--- src/rtl/onehot_mux_pkg.sv ---
// onehot_mux_pkg
//   Shared constants and helpers for the one-hot AND-OR multiplexer.
//   - ONEHOT_MUX_DEF_N_INPUTS / ONEHOT_MUX_DEF_W_INPUT : default parameter values.
//   - onehot_mux_tree_depth(n) : ceil(log2(n)), depth of the balanced reduction
//     trees (0 for n = 1).
package onehot_mux_pkg;

  localparam int ONEHOT_MUX_DEF_N_INPUTS = 2;
  localparam int ONEHOT_MUX_DEF_W_INPUT  = 32;

  function automatic int onehot_mux_tree_depth(input int n);
    int d;
    d = 0;
    for (int i = 0; i < 31; i++) begin
      if ((1 << d) < n) d = d + 1;
    end
    return d;
  endfunction

endpackage

--- src/rtl/onehot_mux_sel_check.sv ---
// onehot_mux_sel_check
//   Select-integrity monitor for the one-hot mux.
//   Ports:
//     clk, rst_n : clock and asynchronous active-low reset (sticky flag only)
//     sel        : N_INPUTS-bit select vector under observation
//     sel_none   : combinational, 1 when sel is all zero
//     sel_multi  : combinational, 1 when two or more sel bits are set
//     sel_err    : registered sticky flag, set after any cycle with sel_multi=1,
//                  cleared only by reset
//   Instantiated by onehot_mux_sel only when ONEHOT_MUX_SEL_CHECK_EN is defined.
module onehot_mux_sel_check
  import onehot_mux_pkg::*;
#(
  parameter int N_INPUTS = ONEHOT_MUX_DEF_N_INPUTS
) (
  input  logic                clk,
  input  logic                rst_n,
  input  logic [N_INPUTS-1:0] sel,
  output logic                sel_none,
  output logic                sel_multi,
  output logic                sel_err
);

  localparam int DEPTH  = onehot_mux_tree_depth(N_INPUTS);
  localparam int LEAVES = 1 << DEPTH;

  // Balanced tree of (any, two) pairs. A node has two-or-more set when either
  // child already has two-or-more, or both children have at least one.
  // Level 0 is the root, level DEPTH holds the leaves; unused leaves are zero.
  for (genvar d = 0; d <= DEPTH; d++) begin : g_lvl
    logic any_n [1 << d];
    logic two_n [1 << d];
    for (genvar j = 0; j < (1 << d); j++) begin : g_node
      if (d == DEPTH) begin : g_leaf
        if (j < N_INPUTS) begin : g_used
          assign any_n[j] = sel[j];
        end else begin : g_pad
          assign any_n[j] = 1'b0;
        end
        assign two_n[j] = 1'b0;
      end else begin : g_inner
        assign any_n[j] = g_lvl[d+1].any_n[2*j] | g_lvl[d+1].any_n[2*j+1];
        assign two_n[j] = g_lvl[d+1].two_n[2*j] | g_lvl[d+1].two_n[2*j+1] |
                          (g_lvl[d+1].any_n[2*j] & g_lvl[d+1].any_n[2*j+1]);
      end
    end
  end

  assign sel_none  = ~g_lvl[0].any_n[0];
  assign sel_multi = g_lvl[0].two_n[0];

  // Sticky error: once set, only reset clears it.
  logic sel_err_d;
  logic sel_err_q;

  always_comb begin
    sel_err_d = sel_err_q | sel_multi;
  end

  always_ff @(posedge clk or negedge rst_n) begin
    if (!rst_n) sel_err_q <= 1'b0;
    else        sel_err_q <= sel_err_d;
  end

  assign sel_err = sel_err_q;

  // LEAVES is used only through DEPTH; keep it for readability of the tree.
  logic unused_leaves;
  assign unused_leaves = (LEAVES == 0);

endmodule

--- src/rtl/onehot_mux_sel.sv ---
// onehot_mux_sel
//   AND-OR multiplexer selecting one of N_INPUTS slices of W_INPUT bits with a
//   one-hot select. All-zero select gives all-zero data; multi-hot select gives
//   the OR of the selected slices (no priority). Used e.g. to steer HRDATA back
//   through an AHB-lite splitter using the data-phase slave-select vector.
//   Ports:
//     clk, rst_n : clock / asynchronous active-low reset, monitor only
//     in         : N_INPUTS*W_INPUT packed slices, slice i = in[i*W_INPUT +: W_INPUT]
//     sel        : one-hot select, bit i selects slice i
//     out        : selected data (combinational)
//     sel_none   : combinational, sel is all zero
//     sel_multi  : combinational, two or more sel bits set
//     sel_err    : registered sticky multi-hot flag
//   Configuration macro ONEHOT_MUX_SEL_CHECK_EN:
//     defined   - sel_multi / sel_err come from onehot_mux_sel_check
//     undefined - sel_multi / sel_err are tied to 0, no flops, clk/rst_n unused
module onehot_mux_sel
  import onehot_mux_pkg::*;
#(
  parameter int N_INPUTS = ONEHOT_MUX_DEF_N_INPUTS,
  parameter int W_INPUT  = ONEHOT_MUX_DEF_W_INPUT
) (
  input  logic                         clk,
  input  logic                         rst_n,
  input  logic [N_INPUTS*W_INPUT-1:0]  in,
  input  logic [N_INPUTS-1:0]          sel,
  output logic [W_INPUT-1:0]           out,
  output logic                         sel_none,
  output logic                         sel_multi,
  output logic                         sel_err
);

  localparam int DEPTH = onehot_mux_tree_depth(N_INPUTS);

  // Gated slices at the leaves, then a balanced OR tree toward the root.
  // Each level is its own array so the tree has no self-referencing signal.
  for (genvar d = 0; d <= DEPTH; d++) begin : g_lvl
    logic [W_INPUT-1:0] node [1 << d];
    for (genvar j = 0; j < (1 << d); j++) begin : g_node
      if (d == DEPTH) begin : g_leaf
        if (j < N_INPUTS) begin : g_used
          assign node[j] = in[j*W_INPUT +: W_INPUT] & {W_INPUT{sel[j]}};
        end else begin : g_pad
          assign node[j] = '0;
        end
      end else begin : g_inner
        assign node[j] = g_lvl[d+1].node[2*j] | g_lvl[d+1].node[2*j+1];
      end
    end
  end

  assign out = g_lvl[0].node[0];

`ifdef ONEHOT_MUX_SEL_CHECK_EN
  onehot_mux_sel_check #(
    .N_INPUTS (N_INPUTS)
  ) u_check (
    .clk       (clk),
    .rst_n     (rst_n),
    .sel       (sel),
    .sel_none  (sel_none),
    .sel_multi (sel_multi),
    .sel_err   (sel_err)
  );
`else
  assign sel_none  = ~|sel;
  assign sel_multi = 1'b0;
  assign sel_err   = 1'b0;

  // Clock and reset have no load when the monitor is compiled out.
  logic unused_clk_rst;
  assign unused_clk_rst = &{1'b0, clk, rst_n};
`endif

endmodule

--- config.mk ---
export PLATFORM = sky130hd
export DESIGN_NAME = onehot_mux_sel
export DESIGN_NICKNAME = d
export VERILOG_FILES = /design/src/rtl/onehot_mux_pkg.sv /design/src/rtl/onehot_mux_sel_check.sv /design/src/rtl/onehot_mux_sel.sv
export SDC_FILE = /design/constraint.sdc
export NUM_CORES = 1
export LEC_CHECK = 0
export ABC_AREA = 1
export CORE_UTILIZATION = 20
export DETAILED_ROUTE_END_ITERATION = 10
export PLACE_DENSITY = 0.88
export SLEW_MARGIN = 30
export SYNTH_ARGS = -nofsm -noshare
export SYNTH_HDL_FRONTEND = slang
export SYNTH_SLANG_ARGS = --single-unit
--- constraint.sdc ---
create_clock -name vclk -period 1.5
set_clock_uncertainty 0.05 [all_clocks]
set_input_delay 0.3 -clock vclk [all_inputs]
set_output_delay 0.3 -clock vclk [all_outputs]
set_load 0.01 [all_outputs]
==> key figures, run 1 <==
Cells and area
  • Share of layout cells above drive strength 1: 0.103
  • Clkbuf count: 0
  • Fin nets: 274
  • Area of the multi-input gates: 372 um^2
  • Fill count: 218
  • Sequential cell count: 0
  • Antenna cells: 0
  • Design area: 1430 um^2
  • Layout area overhead: 199%
  • Register area: 0 um^2

Power
  • Peak VDD IR: 163 uV
  • Power Density: 295 nW/um^2
  • Leakage power: 0.747 nW
  • Overall Power: 0.422 mW

Status
  • Outcome: finished, final reports clean

Routing
  • Antenna-violating nets left: 0
  • DRT Pass-1 Iters: 2
  • Initial DRC Count: 5
  • WL/cell: 11.0 um
  • Drt total wl: 2.55 mm
  • Drt via density: 4.03
  • Via count: 936
  • DRC Markers: 0

Floorplanning
  • Die area: 2590 um^2
  • Die W: 50.9 um
  • Die height: 50.9 um
  • Boundary pin count: 103
  • Initial Util: 0.214
  • # rows: 17
  • Core area: 2230 um^2

Synthesis
  • Cell count after synthesis: 108
  • Yosys cell types: 6
  • Syn avg cell area: 4.43 um^2
  • Yosys warns: 0
  • Mapped cell area: 478 um^2
  • Seq/Total Area, Yosys: 0

Timing
  • Final min period: 1480 ps
  • Hold Fails Final Rpt: 0
  • Hold WS: 1150 ps
  • Highest clock rate: 0.677 GHz
  • Slew Limit Fails: 0
  • RSZ-0062 raised after global routing: false
  • Final setup viols: 0
  • Final Cycle Share: 0.985

Global route
  • First-pass GRT wire length: 3.83 mm
  • GRT overflow: 0
  • GRT Total Usage: 0.187
  • Initial antenna violation count: 0
  • Largest net degree at the start of global routing: 18
  • Vias in the first global route: 868

Flow run
  • # Max-Cap Violations: 0

Worst setup path
  • Crit path launch type: primary input
  • Crit. End Element: primary output
  • Max Fanout on Critical Path: 1
  • Worst Path Arrival: 1130 ps
  • Worst setup path category: primary input to primary output
  • Req. time, crit path: 1150 ps

Place
  • Buffers on Ports: 99
  • Gpl congestion: 0.624
  • DP HPWL: 1.99 mm
  • Placed inst area: 1430 um^2

Min path
  • Type of the worst min-delay path: primary input to primary output

CTS
  • Hold-fix buffers, CTS: 0
[cell usage in the layout, fill, tap and decap left out]
cell | synthesis | routed
buf_12 | 0 | 1
buf_16 | 0 | 1
buf_4 | 2 | 1
buf_6 | 6 | 3
clkbuf_2 | 0 | 11
clkdlybuf4s15_1 | 0 | 16
clkdlybuf4s15_2 | 0 | 4
clkdlybuf4s50_1 | 0 | 64
conb_1 | 1 | 2
dlygate4sd2_1 | 0 | 4
nand2_1 | 96 | 96
nor2_1 | 1 | 1
[cell usage after synthesis (all sizes together)]
| cell type | instances | area, um^2 |
|---|---|---|
| nand2 | 96 | 360 |
| buf | 8 | 82.6 |
| clkbuf | 2 | 27.5 |
| conb | 1 | 3.75 |
| nor2 | 1 | 3.75 |
[critical path: stages]
cell	delay (ps)
clkdlybuf4s50_1	460
nand2_1	50
nand2_1	60
dlygate4sd2_1	270
[worst paths after layout]
check / from / endpoint / slack [ps] / cells after the start
hold / removal: sel[1] / out[12] / 1150 / 5
setup / recovery: in[29] / out[29] / 20 / 4
[layout make-up]
class,count,share of cell area
Multi-Input combinational cell,99,0.260
Tap cell,28,0.0245
Timing Repair Buffer,105,0.716
[per-stage QoR]
stage               worst slack [ps]  utilization  setup TNS (ps)  cells
floorplan                        438            -               0    109
global placement                -516        0.641          -16130    229
detailed placement              -549        0.641          -16960    229
CTS                             6.69        0.652               0    232
global route                  0.0939        0.641               0    232
finish                          23.2        0.641               0    232
[per-layer routing]
| layer | GRT usage | routed length [um] |
|---|---|---|
| met1 | 0.191 | 945 |
| met2 | 0.402 | 1430 |
| met3 | 0.0268 | 162 |
| met4 | 0.00926 | 16 |
| met5 | 0 | 0 |
[where the power goes]
part / internal, mW / switching [mW]
clock network: 0 / 0
logic: 0.265 / 0.156
registers: 0 / 0
[logic make-up (layout without fill, tap and decap cells)]
| group | after synthesis | in the layout | share of synthesized area |
|---|---|---|---|
| AND/OR/NAND/NOR | 97 | 97 | 0.762 |
| buffers and inverters | 10 | 105 | 0.230 |
| other | 1 | 2 | 0.00785 |
[what timing repair did]
item                                    CTS  global route
endpoints found under the hold margin     0             0
endpoints found under the setup margin   33            26
gates resized for setup                  52            35
pin swaps                                 0             0
setup buffers                             0             0
cloned                                    3             0
(Power assumes the default switching activity.)
==> run 2: changes to the inputs <==
CAP_MARGIN = 20   (was not set)
==> results of run 2 <==
Same layout as run 1: the final DEF is identical, and so are final timing and power.
==> run 3: changes to the inputs <==
REMOVE_ABC_BUFFERS = 1   (was not set)
==> run 3 against run 2 <==
First-iteration DRC count up 100%. Sequential share of layout area is the same. Count of clock-buffer cells in the layout unchanged. Core utilization increased by 0.39 points. Die area unchanged. Power grew 1.4%. Global-route usage fell by 0.062 points. Setup slack barely moved. Non-clock buffer count is 2 lower. Flip-flop and latch count did not move. Wire length fell by 1.4%. Critical endpoint is now out[1]. Highest routed layer unchanged.
==> key figures, run 3 (synthesis gave the netlist of run 1 again) <==
Worst setup path
  • Req. time, crit path: 1150 ps
  • Worst setup path category: primary input to primary output
  • Worst path bufs/invs: 2
  • Crit path launch: in[1]
  • Slowest stage delay, CP: 450 ps
  • Crit path launch type: primary input
  • Cell mode on critical path: nand2_1
  • Crit. End Element: primary output
  • Worst path slowest cell: clkdlybuf4s50_1
  • Crit-path cells: clkdlybuf4s50_1, nand2_1, nand2_1, dlygate4sd2_1
  • Max Fanout on Critical Path: 1
  • Worst Path Arrival: 1130 ps
  • Family with the most delay on the worst path: buffers and inverters

Routing
  • WL/cell: 10.9 um
  • Initial DRC Count: 10
  • DRT Pass-1 Iters: 4
  • DRC Markers: 0
  • Antenna-violating nets left: 0
  • Via count: 986
  • Drt total wl: 2.52 mm
  • Drt via density: 4.29

Cells and area
  • Commonest cells after routing, fill and taps aside: nand2_1 (96), clkdlybuf4s50_1 (64), clkdlybuf4s15_1 (19)
  • Design area: 1440 um^2
  • Sequential cell count: 0
  • Share of layout cells above drive strength 1: 0.0792
  • Layout area overhead: 201%
  • Fin nets: 272
  • Register area: 0 um^2
  • Final non-filler cell total: 230
  • Clkbuf count: 0
  • Antenna cells: 0
  • Fill count: 215
  • Most common cell after layout, fill and taps aside: nand2_1

Floorplanning
  • Initial Util: 0.214
  • Boundary pin count: 103
  • Core area: 2230 um^2
  • # rows: 17
  • Die height: 50.9 um
  • Die area: 2590 um^2
  • Die W: 50.9 um

Status
  • Outcome: finished, final reports clean

Global route
  • GRT Total Usage: 0.186
  • First-pass GRT wire length: 3.77 mm
  • Initial antenna violation count: 0
  • Vias in the first global route: 936
  • GRT overflow: 0
  • Largest net degree at the start of global routing: 18

Min path
  • Type of the worst min-delay path: primary input to primary output
  • Hold Path Origin: in[60]

Place
  • Post-Place Cells: 228
  • Placed inst area: 1440 um^2
  • DP HPWL: 1.94 mm
  • Gpl congestion: 0.647
  • Buffers on Ports: 99

Timing
  • Hold Fails Final Rpt: 0
  • Final setup viols: 0
  • RSZ-0062 raised after global routing: false
  • Slew Limit Fails: 0
  • Highest clock rate: 0.677 GHz
  • Final min period: 1480 ps
  • Final Cycle Share: 0.985

Flow run
  • # Max-Cap Violations: 0

CTS
  • Postcts setup bufs: 0

Power
  • Peak VDD IR: 166 uV
  • Leakage power: 0.747 nW
  • Power Density: 297 nW/um^2
## run 3: repair_timing
item,in CTS,in global routing
hold buffers,0,0
gates cloned,2,0
hold endpoints to repair,0,0
endpoints found under the setup margin,33,28
resized for setup,45,35
## run 3: power by group
part,total (mW),internal [mW],switching [mW]
clock network,0,0,0
registers,0,0,0
logic,0.428,0.269,0.159
## run 3: worst paths after layout
| check | end | depth (start not counted) |
|---|---|---|
| worst max-delay path | out[1] | 4 |
| worst min-delay path | out[28] | 4 |
## run 3: stage by stage
step | TNS (ps) | util | hold WS, ps | setup slack (ps) | power (mW)
after floorplan | 0 | - | 593 | 681 | 0.105
after global routing | 0 | 0.645 | 1210 | 0.130 | 0.461
final | 0 | 0.645 | 1160 | 22.9 | 0.428
after detailed placement | -17280 | 0.644 | 1510 | -561 | 0.454
after global placement | -16390 | 0.644 | 1500 | -520 | 0.446
after CTS | 0 | 0.653 | 1290 | 2.75 | 0.428
## run 3: cell type report
class	count	area [um^2]	share of cell area
repair buffers	103	1030	0.718
well taps	28	35.0	0.0243
multi-input cells	99	372	0.258
## run 3: layer usage
| layer | share of wire | global-route usage | vias up |
|---|---|---|---|
| met1 | 0.36 | 0.215 | 414 |
| met2 | 0.54 | 0.360 | 60 |
| met4 | 0.026 | 0.0370 | 0 |
| met5 | 0 | 0 | - |
| met3 | 0.073 | 0.0238 | 8 |
| li1 | - | - | 504 |
## run 3: tightest hold or removal path: stages
cell and delay, ps:
clkdlybuf4s50_1 390, nand2_1 60, nand2_1 40, clkbuf_2 120
